File: src/rtl/modulo_buffer_principal_rolhas.sv
// Main cork buffer: counts corks, consumes one per consumo edge, refills in batches from the secondary buffer.
// Refill handshake: registered xfer_req held until xfer_ack, then one registered xfer_dec strobe per cork moved.
module modulo_buffer_principal_rolhas #(
   parameter int MIN_ROLHAS = 5,
   parameter int LOTE       = 15,
   parameter int CAPACIDADE = 99
) (
   input  logic       clk,
   input  logic       clr,
   input  logic       enable,
   input  logic       consumo,
   input  logic [6:0] sec_count,
   input  logic       xfer_ack,
   output logic [6:0] reg_r,
   output logic       min_signal,
   output logic       ro,
   output logic       xfer_req,
   output logic       xfer_dec,
   output logic       busy,
   output logic       falta
);

   localparam logic [6:0] MIN_W  = 7'(MIN_ROLHAS);
   localparam logic [6:0] LOTE_W = 7'(LOTE);
   localparam logic [6:0] CAP_W  = 7'(CAPACIDADE);

   typedef enum logic [1:0] {OCIOSO, SOLICITA, TRANSFERE, FIM} estado_t;

   estado_t    estado_q, estado_d;
   logic [6:0] reg_q, reg_d;
   logic [6:0] qtd_q, qtd_d;
   logic       cons_q;
   logic       falta_q, falta_d;
   logic       req_q, req_d;
   logic       dec_q, dec_d;
   logic       borda;
   logic       inc;
   logic [6:0] espaco;
   logic [6:0] lim;

   always_ff @(posedge clk or posedge clr) begin
      if (clr) begin
         estado_q <= OCIOSO;
         reg_q    <= '0;
         qtd_q    <= '0;
         cons_q   <= 1'b0;
         falta_q  <= 1'b0;
         req_q    <= 1'b0;
         dec_q    <= 1'b0;
      end else begin
         estado_q <= estado_d;
         reg_q    <= reg_d;
         qtd_q    <= qtd_d;
         cons_q   <= consumo;
         falta_q  <= falta_d;
         req_q    <= req_d;
         dec_q    <= dec_d;
      end
   end

   always_comb begin
      estado_d = estado_q;
      qtd_d    = qtd_q;
      req_d    = 1'b0;
      dec_d    = 1'b0;
      inc      = 1'b0;
      borda    = consumo & ~cons_q;
      espaco   = (reg_q >= CAP_W) ? 7'd0 : CAP_W - reg_q;
      lim      = LOTE_W;
      if (sec_count < lim) lim = sec_count;
      if (espaco < lim)    lim = espaco;

      case (estado_q)
         OCIOSO: begin
            if (enable && min_signal && (sec_count != 7'd0)) begin
               estado_d = SOLICITA;
               qtd_d    = lim;
            end
         end
         SOLICITA: begin
            // Ack only counts once our own request is actually visible outside.
            if (xfer_ack && req_q) estado_d = TRANSFERE;
            else                   req_d    = 1'b1;
         end
         TRANSFERE: begin
            if ((sec_count != 7'd0) && (qtd_q != 7'd0)) begin
               inc   = 1'b1;
               dec_d = 1'b1;
               qtd_d = qtd_q - 7'd1;
               if (qtd_q == 7'd1) estado_d = FIM;
            end else begin
               estado_d = FIM;
            end
         end
         default: estado_d = OCIOSO;
      endcase

      reg_d = reg_q;
      if (inc && !borda)      reg_d = (reg_q >= CAP_W) ? CAP_W : reg_q + 7'd1;
      else if (borda && !inc) reg_d = (reg_q == 7'd0) ? 7'd0 : reg_q - 7'd1;
      falta_d = falta_q | (borda & (reg_q == 7'd0));
   end

   assign reg_r      = reg_q;
   assign min_signal = (reg_q < MIN_W);
   assign ro         = (reg_q == 7'd0);
   assign xfer_req   = req_q;
   assign xfer_dec   = dec_q;
   assign busy       = (estado_q != OCIOSO);
   assign falta      = falta_q;

endmodule

File: config.mk
export PLATFORM = sky130hd
export DESIGN_NAME = modulo_buffer_principal_rolhas
export DESIGN_NICKNAME = d
export VERILOG_FILES = /design/src/rtl/modulo_buffer_principal_rolhas.sv
export SDC_FILE = /design/constraint.sdc
export NUM_CORES = 1
export LEC_CHECK = 0
export CELL_PAD_IN_SITES_DETAIL_PLACEMENT = 0
export CELL_PAD_IN_SITES_GLOBAL_PLACEMENT = 2
export CORE_UTILIZATION = 35
export CTS_BUF_LIST = sky130_fd_sc_hd__clkbuf_16
export DETAILED_ROUTE_END_ITERATION = 8
export HOLD_SLACK_MARGIN = 0.1
export PLACE_DENSITY_LB_ADDON = 0.1
export SLEW_MARGIN = 10
export SYNTH_ARGS = -nofsm -noshare
export SYNTH_HDL_FRONTEND = slang
export SYNTH_SLANG_ARGS = --single-unit
File: constraint.sdc
create_clock -name clk -period 8.23 [get_ports clk]
set_input_delay 1.646 -clock clk [delete_from_list [all_inputs] [get_ports clk]]
set_output_delay 1.646 -clock clk [all_outputs]
set_load 0.02 [all_outputs]
==> results by group, run 1 <==
Setup path
  • Critical path cell sequence: clkdlybuf4s50_1 -> or3_1 -> or2_2 -> inv_1 -> ha_1 -> nand4_1 -> nor2_1 -> a221o_1 -> mux2i_1 -> a221o_1
  • Reg2reg path depth: 10
  • CP startpoint kind: input pin
  • Buffers and inverters on the worst path: 2
  • Slowest-stage cell, CP: a221o_1
  • CP max FO: 7
  • Top cell by count, worst path: a221o_1
  • CP Capture Point: qtd_q[2]
  • Crit path depth: 10
  • Crit path capture type: register
  • Worst R2R Start: reg_r[4]
  • Crit path from: sec_count[5]
  • CP peak stage delay: around 0.46 ns
  • Critical path's top delay family: simple AND/OR/NAND/NOR gates
  • Worst path required time: ~8.4 ns
  • Reg-to-reg slack, setup: 4.92 ns
  • Kind of critical path: in2reg
  • FF-to-FF End: qtd_q[2]
  • Worst Path Arrival: roughly 4.2 ns

Clock network
  • Post-CTS sizing: 0
  • Post-CTS Setup Bufs: 0
  • Hold Buf Count CTS: 0
  • H-tree depth: 1
  • CTS Buffer Depth: 2
  • CTS Buf Count: 3
  • Root buffer cell: clkbuf_16
  • CTS tree: built
  • CTS clock-pin slew for the worst setup and hold paths: 0.06 ns
  • Later-pin clock latency in the skew report: approximately 0.25 ns
  • Sink Count: 20

STA
  • Min Tclk post-route: slightly above 4 ns
  • RSZ-0062 raised after global routing: no
  • Peak Freq: 245 MHz
  • Setup TNS: 0 ns
  • Slew margin rel.: 45.9%
  • Period Utilization, post-route: between 40% and 50%
  • Final hold vios: 0
  • Worst-margin pin slew: 0.811 ns
  • Final Max Tran Viols: 0
  • Final setup vio count: 0
  • Clk_skew: between 0.003 and 0.004 ns

Flow run
  • MaxCap Viol Count: 0

Floorplanning
  • IO Pins: 25
  • Core footprint: around 0.0048 mm^2
  • Die ar.: between 0.005 and 0.006 mm^2
  • Width of the chip: ~73 um
  • Die H: 72.9 um
  • Initial Utilization: a little under two fifths
  • Row count: 25

Layout
  • Area of the multi-input gates: about 0.0012 mm^2
  • Sequential cell area: roughly 500 um^2
  • Number of fill cells: roughly 500
  • Synth-to-Final Area Change: 23.3%
  • Share of cells above drive strength 1: ~6%
  • Final Non-Filler Cells: roughly 300
  • N_diodes: 0
  • NumNets Final: about 270
  • Final core utilization: between 40% and 50%

Synthesis
  • Post-synth cell types: 48
  • Proportion of synthesized area in mux cells: under 10%
  • Synth Area in XOR/XNOR: less than 1%
  • Post-Syn Area: around 0.0018 mm^2
  • Area share of fa/ha/maj cells after synthesis: approximately 13%
  • Top cell type's share of synthesized area: 28.4%
  • Syn Area/Cell: between 8 and 9 um^2
  • Compound-Gate Fraction of Synth Area: 25.1%
  • Synthesis-stage register bit count: 20
  • Synth Instances: between 200 and 250
  • Commonest cells post-synth: dfrtp_1 (20), inv_1 (20), ha_1 (19), nand2_1 (18), nor2_1 (18)
  • Top cells by area, synth: dfrtp_1 (28%), ha_1 (13%), inv_1 (4.3%), nand2_1 (3.8%), nor2_1 (3.8%)
  • Yosys warning total: 0
  • Ys flop type: dfrtp_1
  • Register area share after synthesis: ~28%
  • Fraction of registers with async set/reset: 100%
  • Post-synth EDFFs: 0
  • Synth Area in Simple Gates: between 20% and 30%
  • Largest area contributor in the netlist: dfrtp_1
  • Largest family of logic cells by synthesized area: compound AO/OA/AOI/OAI gates

Routing
  • Drt pass-1 iters: 4
  • Routed vias: between 1500 and 2000
  • Routed Antenna Nets: 0
  • DR vias/cell: 5.58
  • Drt initial violations: 80
  • Total wire length: 4.80 mm
  • Residual DRC: 0
  • Wire length per cell: around 16 um

Global route
  • Total grt overflow: 0
  • Tot GR Track Use: just under 20%
  • Vias in the first global route: about 1700
  • Met2 GRT Util: 33.5%
  • Largest net degree at the start of global routing: 21
  • Top Usage Layer GRT: met2
  • Antenna violations before repair: 0
  • First-pass GRT wire length: just over 8 mm
  • Routing usage on met3: under 10%
  • Met1 Use GR: 26.4%

Placed design
  • DP HPWL: between 3 and 4 mm
  • # port buffers: 24
  • Post-placement cell count: 298
  • RD Place Congestion: between 0.9 and 1

Pwr
  • Power Density: roughly 440 mW/mm^2
  • P_leak: 0.000957 uW
  • VDD IR max: ~0.19 mV

Worst hold path
  • Hold Path Class: reg2reg

Outcome
  • Status: complete, no violations
[worst min path at each step]
stage | from | endpoint | depth (start not counted)
final | falta | falta | 2
after global routing | falta | falta | 2
after CTS | falta | falta | 2
after detailed placement | falta | falta | 2
after global placement | falta | falta | 2
after floorplan | cons_q | falta | 2
[metrics by stage]
stage / worst slack [ns] / power, uW / cell area [um^2] / hold slack, ns
detailed placement: 3.89 / 819 / 2070 / 0.471
global route: 4.02 / 1040 / 2170 / 0.518
finish: 4.15 / 956 / 2170 / 0.477
global placement: 3.90 / 815 / 2070 / 0.452
CTS: 4.16 / 961 / 2170 / 0.488
floorplan: 4.49 / 641 / 1770 / 0.505
[cells by family (layout without fill, tap and decap cells)]
| kind of cell | count (synthesis) | after routing |
|---|---|---|
| buffers and inverters | 26 | 48 |
| AO/OA/AOI/OAI | 61 | 61 |
| XOR/XNOR | 1 | 1 |
| adder cells (fa/ha/maj) | 19 | 19 |
| flip-flops | 20 | 20 |
| multiplexers | 6 | 6 |
| other | 1 | 3 |
| AND/OR/NAND/NOR | 77 | 77 |
[power breakdown]
group / internal (uW) / total (uW) / switching (uW)
sequential: 144 / 216 / 72.0
combinational: 260 / 603 / 343
clock: 96.6 / 137 / 40.4
[layout make-up]
type / count / area share [%]
Timing Repair Buffer: 24 / 11.1
Tap cell: 67 / 3.86
Clock inverter: 1 / 1.38
Sequential cell: 20 / 23.0
Multi-Input combinational cell: 167 / 53.7
Clock buffer: 3 / 3.46
Inverter: 20 / 3.46
[metal layers]
layer | up-vias | wire length [um]
met5 | - | 0
met4 | 0 | 30
met3 | 4 | 177
met2 | 49 | 2240
met1 | 812 | 2340
li1 | 821 | -
[registers in the layout, summed over array words and instances, names as in the netlist]
signal,flops
qtd_q,7
cons_q,1
estado_q,2
xfer_dec,1
xfer_req,1
reg_r,7
falta,1
[cells in the final DEF (no fill, tap or decap), types with 6 or more instances in the layout]
cell type / count
nand2_1: 18
a21oi_1: 11
nor3_1: 8
nor2_1: 18
dfrtp_1: 20
inv_1: 20
nand2b_1: 6
ha_1: 19
o21ai_0: 8
clkdlybuf4s50_1: 24
[worst reg2reg max path, delay by kind of cell, from the launching register on]
kind | cells | cell delay (ns)
AOI/OAI and AO/OA | 4 | 1.20
adders and majority gates | 1 | 0.33
buffers and inverters | 1 | 0.09
DFF | 1 | 0.54
muxes | 1 | 0.16
and+or+nand+nor | 3 | 0.87
(Power assumes the default switching activity.)
==> run 2, diff against run 1 <==
--- a/config.mk
+++ b/config.mk
@@ -7,7 +7,7 @@
 export LEC_CHECK = 0
 export CELL_PAD_IN_SITES_DETAIL_PLACEMENT = 0
 export CELL_PAD_IN_SITES_GLOBAL_PLACEMENT = 2
-export CORE_UTILIZATION = 35
+export CORE_UTILIZATION = 29
 export CTS_BUF_LIST = sky130_fd_sc_hd__clkbuf_16
 export DETAILED_ROUTE_END_ITERATION = 8
 export HOLD_SLACK_MARGIN = 0.1
==> constraint.sdc (replaced) <==
create_clock -name clk -period 3.27 [get_ports clk]
set_input_delay 0.654 -clock clk [delete_from_list [all_inputs] [get_ports clk]]
set_output_delay 0.654 -clock clk [all_outputs]
set_load 0.02 [all_outputs]
==> run 2 against run 1 <==
Net effect:
- wire length rose by 4.8%
- clock skew grew 0.0026 ns
- critical path type unchanged
- sequential cell count stayed put
- hold slack improved by 0.013 ns
==> results by group, run 2 (synthesis gave the netlist of run 1 again) <==
Outcome
  • Status: complete, no violations

Setup path
  • Slowest-stage cell, CP: a221o_1
  • CP max FO: 7 (unchanged)
  • Crit path capture type: register
  • Critical path cell sequence: clkdlybuf4s50_1 -> or3_1 -> or2_2 -> inv_1 -> ha_1 -> nand4_1 -> nor2_1 -> a221o_1 -> mux2i_1 -> a221o_1
  • Reg-to-reg slack, setup: 0.31 ns (-4.61 ns)
  • Worst path required time: 3.42 ns (-4.94 ns)
  • Worst Path Arrival: 3.17 ns (-1.04 ns)
  • Kind of critical path: in2reg
  • Worst R2R Start: reg_r[3]
  • FF-to-FF End: qtd_q[2]
  • Crit path from: sec_count[5]
  • Reg2reg path depth: 11 (+1)
  • CP Capture Point: qtd_q[2]
  • CP peak stage delay: 0.46 ns (about the same)
  • Top cell by count, worst path: a221o_1
  • CP startpoint kind: input pin

Routing
  • M1 WL: 2.30 mm (-2.0%)
  • Drt initial violations: 78 (-2.5%)
  • Top Metal Used: met4
  • Met2 WL post-DR: 2.51 mm (+12%)
  • Drt pass-1 iters: 4 (unchanged)
  • Metal3 WL: 123 um (-31%)
  • DR vias/cell: 5.22 (-6.5%)
  • Routed vias: 1680 (-0.36%)
  • Wire length per cell: 15.6 um (-1.7%)
  • Residual DRC: 0 (unchanged)
  • Total wire length: 5.02 mm (+4.8%)
  • Routed Antenna Nets: 0 (unchanged)

Clock network
  • CTS tree: built
  • Sink Count: 20 (unchanged)
  • Later-pin clock latency in the skew report: 0.26 ns (about the same)
  • CTS clock-pin slew for the worst setup and hold paths: 0.07 ns (about the same)
  • Post-CTS Setup Bufs: 0 (unchanged)
  • Hold Buf Count CTS: 0 (unchanged)
  • CTS Buffer Depth: 2 (unchanged)
  • Post-CTS sizing: 0 (unchanged)
  • H-tree depth: 1 (unchanged)
  • CTS Buf Count: 3 (unchanged)
  • Root buffer cell: clkbuf_16

Floorplanning
  • Width of the chip: 79.9 um (+9.6%)
  • Initial Utilization: 29.9% (-6.9 points)
  • Die H: 79.9 um (+9.6%)
  • Row count: 28 (+12%)
  • Core footprint: 0.00589 mm^2 (+23%)
  • Die ar.: 0.00639 mm^2 (+20%)
  • IO Pins: 25 (unchanged)

STA
  • RSZ-0062 raised after global routing: no
  • Final hold vios: 0 (unchanged)
  • Final setup vio count: 0 (unchanged)
  • Min Tclk post-route: 3.02 ns
  • Clk_skew: 0.00602 ns (+0.00260 ns)
  • Slew margin rel.: 41.9% (-3.9 points)
  • Final Max Tran Viols: 0 (unchanged)
  • Min Hold Slack: 0.490 ns (+0.0129 ns)
  • Setup ws final: 0.250 ns (-3.90 ns)
  • Peak Freq: 331 MHz
  • Worst-margin pin slew: 0.870 ns (+0.0589 ns)
  • Period Utilization, post-route: approximately 90%

Placed design
  • Pre-CTS setup slack: -0.0222 ns (-3.91 ns)
  • DP HPWL: 3.96 mm (+3.2%)
  • RD Place Congestion: 0.839 (-10%)
  • Post-placement cell count: 318 (+6.7%)
  • # port buffers: 24 (unchanged)

Layout
  • Number of fill cells: 637 (+28%)
  • Area of the multi-input gates: 0.00117 mm^2 (unchanged)
  • Most frequent cells in the layout: clkdlybuf4s50_1 (24), inv_1 (20), dfrtp_1 (20)
  • NumNets Final: 279 (+4.5%)
  • Most common cell after layout, fill and taps aside: clkdlybuf4s50_1
  • Synth-to-Final Area Change: 29.0%
  • N_diodes: 0 (unchanged)
  • Share of cells above drive strength 1: 10.5% (+4.6 points)
  • Final Non-Filler Cells: 322 (+6.6%)
  • Sequential cell area: 500 um^2 (unchanged)

Global route
  • Tot GR Track Use: 17.2% (-2.6 points)
  • Vias in the first global route: 1721 (+1.5%)
  • Antenna violations before repair: 0 (unchanged)
  • Largest net degree at the start of global routing: 21 (unchanged)
  • First-pass GRT wire length: 8.40 mm (+3.2%)
  • Total grt overflow: 0 (unchanged)

Pwr
  • Power Density: 1100 mW/mm^2 (+150%)
  • P_leak: 0.00101 uW (+6.1%)
  • VDD IR max: 0.383 mV (+100%)
  • Final Power: 2500 uW (+160%)

Flow run
  • MaxCap Viol Count: 0 (unchanged)

Worst hold path
  • Hold Path Class: reg2reg
[run 2: power breakdown]
part | switching (uW) | leakage [uW] | internal, uW
Sequential | 162 | 0.000240 | 363
Combinational | 896 | 0.000724 | 730
Clock | 109 | 0.0000511 | 243
[run 2: worst min path at each step]
stage,startpoint,cells after the start,to
final,xfer_req,1,xfer_req
after global routing,falta,2,falta
after CTS,xfer_req,1,xfer_req
after detailed placement,falta,2,falta
after global placement,falta,2,falta
after floorplan,cons_q,2,falta
[run 2: metal layers]
layer  vias to the layer above  GRT usage (%)
met5                         -              0
met4                         0           6.79
met3                         8           3.20
met2                        24           29.7
met1                       793           20.8
li1                        855              -
[run 2: critical path, delay by kind of cell]
family                     cells  cell delay (ns)
AOI/OAI and AO/OA              2             0.78
adders and majority gates      1             0.22
and+or+nand+nor                4             0.86
buffers and inverters          2             0.48
muxes                          1             0.17
[run 2: area by class of cell]
type | instances | share of cell area, %
clock inverters | 1 | 1.32
repair buffers | 36 | 14.5
clock buffers | 3 | 3.30
multi-input cells | 167 | 51.4
inverters | 20 | 3.30
flip-flops and latches | 20 | 22.0
well taps | 75 | 4.13
[run 2: per-stage QoR]
step           area (um^2)  setup TNS (ns)  utilization (%)
2_1_floorplan         1770               0                -
3_3_place_gp          2170               0             36.8
3_5_place_dp          2170         -0.0365             36.8
4_1_cts               2270               0             38.6
5_1_grt               2270               0             38.6
6_report              2270               0             38.6
==> run 3, diff against run 2 <==
--- a/config.mk
+++ b/config.mk
@@ -7,9 +7,10 @@
 export LEC_CHECK = 0
 export CELL_PAD_IN_SITES_DETAIL_PLACEMENT = 0
 export CELL_PAD_IN_SITES_GLOBAL_PLACEMENT = 2
-export CORE_UTILIZATION = 29
+export CORE_UTILIZATION = 34
 export CTS_BUF_LIST = sky130_fd_sc_hd__clkbuf_16
 export DETAILED_ROUTE_END_ITERATION = 8
+export DONT_BUFFER_PORTS = 1
 export HOLD_SLACK_MARGIN = 0.1
 export PLACE_DENSITY_LB_ADDON = 0.1
 export SLEW_MARGIN = 10
==> run 3 against run 2 <==
Net effect:
- sequential cell count is the same
- register-to-register slack gained 0.02 ns
- clock skew shrank 0.0041 ns
- clock-buffer cell count is the same
- fmax grew 2.7%
- worst setup slack gained 0.081 ns
==> results by group, run 3 (synthesis gave the netlist of run 1 again) <==
Setup path
  • Kind of critical path: reg2reg
  • Worst path required time: 3.41 ns (about the same)
  • CP startpoint kind: register
  • Worst Path Arrival: 3.08 ns (-0.09 ns)
  • FF-to-FF End: qtd_q[1]
  • Worst R2R Start: reg_r[3]
  • Reg2reg path depth: 11 (unchanged)
  • Reg-to-reg slack, setup: 0.33 ns (+0.02 ns)
  • CP max FO: 7 (unchanged)
  • Crit path capture type: register

Layout
  • N_diodes: 0 (unchanged)
  • NumNets Final: 251 (-10%)
  • Sequential cell area: 500 um^2 (unchanged)
  • Most frequent cells in the layout: inv_1 (20), dfrtp_1 (20), ha_1 (19)
  • Area of the multi-input gates: 0.00117 mm^2 (unchanged)
  • Number of fill cells: 506 (-21%)
  • Synth-to-Final Area Change: 11.6%
  • Share of cells above drive strength 1: 9.59% (-0.94 points)
  • Cell area after layout: 0.00197 mm^2 (-13%)

Pwr
  • Clock share of power: 11.4% (-2.7 points)
  • NetSw: 1140 uW (-2.4%)
  • P_leak: 0.000893 uW (-12%)
  • Power Density: 1150 mW/mm^2 (+4.0%)
  • Fraction of power spent switching nets: 50.6% (+4.0 points)
  • Comb power frac: 65.0% (about the same)
  • VDD IR max: 0.412 mV (+7.6%)
  • Flop pwr share: 23.6% (+2.6 points)
  • Cell-internal power: 1110 uW (-17%)

Clock network
  • Sink Count: 20 (unchanged)
  • H-tree depth: 1 (unchanged)
  • Hold Buf Count CTS: 0 (unchanged)
  • CTS Buf Count: 3 (unchanged)
  • CTS tree: built
  • Post-CTS sizing: 0 (unchanged)
  • CTS Buffer Depth: 2 (unchanged)
  • CTS clock-pin slew for the worst setup and hold paths: 0.06 ns (about the same)
  • Root buffer cell: clkbuf_16
  • Later-pin clock latency in the skew report: 0.25 ns (about the same)
  • Post-CTS Setup Bufs: 0 (unchanged)

Floorplanning
  • Die ar.: 0.00547 mm^2 (-14%)
  • Initial Utilization: 36.3% (+6.4 points)
  • Die H: 74.0 um (-7.5%)
  • Width of the chip: 74.0 um (-7.5%)
  • Row count: 25 (-11%)
  • Core footprint: 0.00485 mm^2 (-18%)
  • IO Pins: 25 (unchanged)

Placed design
  • RD Place Congestion: 0.877 (+4.5%)
  • Pre-CTS setup slack: 0.341 ns (+0.363 ns)
  • DP Area: 0.00189 mm^2 (-13%)
  • # port buffers: 0 (-100%)
  • DP HPWL: 3.86 mm (-2.3%)

STA
  • Clk_skew: 0.00196 ns (-0.00406 ns)
  • Peak Freq: 340 MHz (+2.7%)
  • Period Utilization, post-route: 89.9% (-2.5 points)
  • Worst-margin pin slew: 0.836 ns (-0.0337 ns)
  • RSZ-0062 raised after global routing: no
  • Setup TNS: 0 ns (unchanged)
  • Slew margin rel.: 44.2% (+2.3 points)
  • Final hold vios: 0 (unchanged)
  • Final setup vio count: 0 (unchanged)
  • Min Tclk post-route: 2.94 ns (-0.0808 ns)
  • Final Max Tran Viols: 0 (unchanged)
  • Setup ws final: 0.330 ns (+0.0808 ns)

Flow run
  • MaxCap Viol Count: 0 (unchanged)

Worst hold path
  • Hold Path Class: in2reg
  • Hold Path Origin: consumo
  • Hold endpoint: cons_q
  • Hold Path Stages: 0 (-1)

Global route
  • Total grt overflow: 0 (unchanged)
  • First-pass GRT wire length: 8.18 mm (-2.7%)
  • Vias in the first global route: 1630 (-5.3%)
  • Tot GR Track Use: 19.5% (+2.3 points)
  • Largest net degree at the start of global routing: 21 (unchanged)
  • Antenna violations before repair: 0 (unchanged)

Routing
  • Total wire length: 4.87 mm (-3.1%)
  • Routed vias: 1609 (-4.2%)
  • Drt initial violations: 86 (+10%)
  • Drt pass-1 iters: 4 (unchanged)
  • Wire length per cell: 17.0 um (+9.0%)
  • Residual DRC: 0 (unchanged)
  • Routed Antenna Nets: 0 (unchanged)
  • DR vias/cell: 5.63 (+7.8%)

Outcome
  • Status: complete, no violations
run 3: cell types whose count changed in the layout (fill, tap and decap cells not counted):
| cell | delta |
|---|---|
| bufinv_16 | -1 |
| clkdlybuf4s50_1 | -24 |
| clkinv_1 | +1 |
| buf_4 | -4 |
run 3: through the flow:
stage	util, %	total power, uW	hold WS, ns	instances
floorplan	-	1610	0.505	213
global placement	38.9	1970	0.525	282
detailed placement	38.9	1990	0.531	282
CTS	40.5	2260	0.424	286
global route	40.5	2450	0.419	286
finish	40.5	2250	0.428	286
run 3: final cells by class:
class / instances / area share, %
multi-input cells: 167 / 59.4
flip-flops and latches: 20 / 25.5
clock buffers: 3 / 3.82
repair buffers: 8 / 3.06
clock inverters: 1 / 0.191
inverters: 20 / 3.82
well taps: 67 / 4.26
run 3: critical path, cell delays in order, from the launching register on:
cell and delay [ns]:
dfrtp_1 0.42, inv_1 0.17, ha_1 0.32, nand3_1 0.11, a21oi_1 0.27, nor2b_1 0.12
ha_1 0.30, nand4_1 0.12, nor2_1 0.06, a221o_1 0.44, mux2i_1 0.16, a221o_1 0.32
run 3: worst max-delay path by stage:
stage	startpoint	end	slack, ns	cells past startpoint
after floorplan	reg_r[2]	qtd_q[1]	0.35	13
after global placement	sec_count[5]	qtd_q[1]	0.45	9
after detailed placement	reg_r[3]	qtd_q[2]	0.34	11
after CTS	reg_r[3]	qtd_q[2]	0.32	11
after global routing	reg_r[3]	qtd_q[2]	0.13	11
final	reg_r[3]	qtd_q[1]	0.33	11
run 3: power by group through the flow:
| stage | Clock [uW] | Sequential [uW] | Combinational, uW |
|---|---|---|---|
| floorplan | 0 | 536 | 1080 |
| global placement | 0 | 532 | 1440 |
| detailed placement | 0 | 536 | 1450 |
| CTS | 266 | 531 | 1460 |
| global route | 272 | 552 | 1630 |
| finish | 257 | 531 | 1460 |
run 3: metal layers:
layer,vias up,track usage [%],routed length [um]
met4,0,5.77,80
li1,789,-,-
met5,-,0,0
met1,783,24.2,2180
met3,7,2.98,142
met2,30,34.8,2460
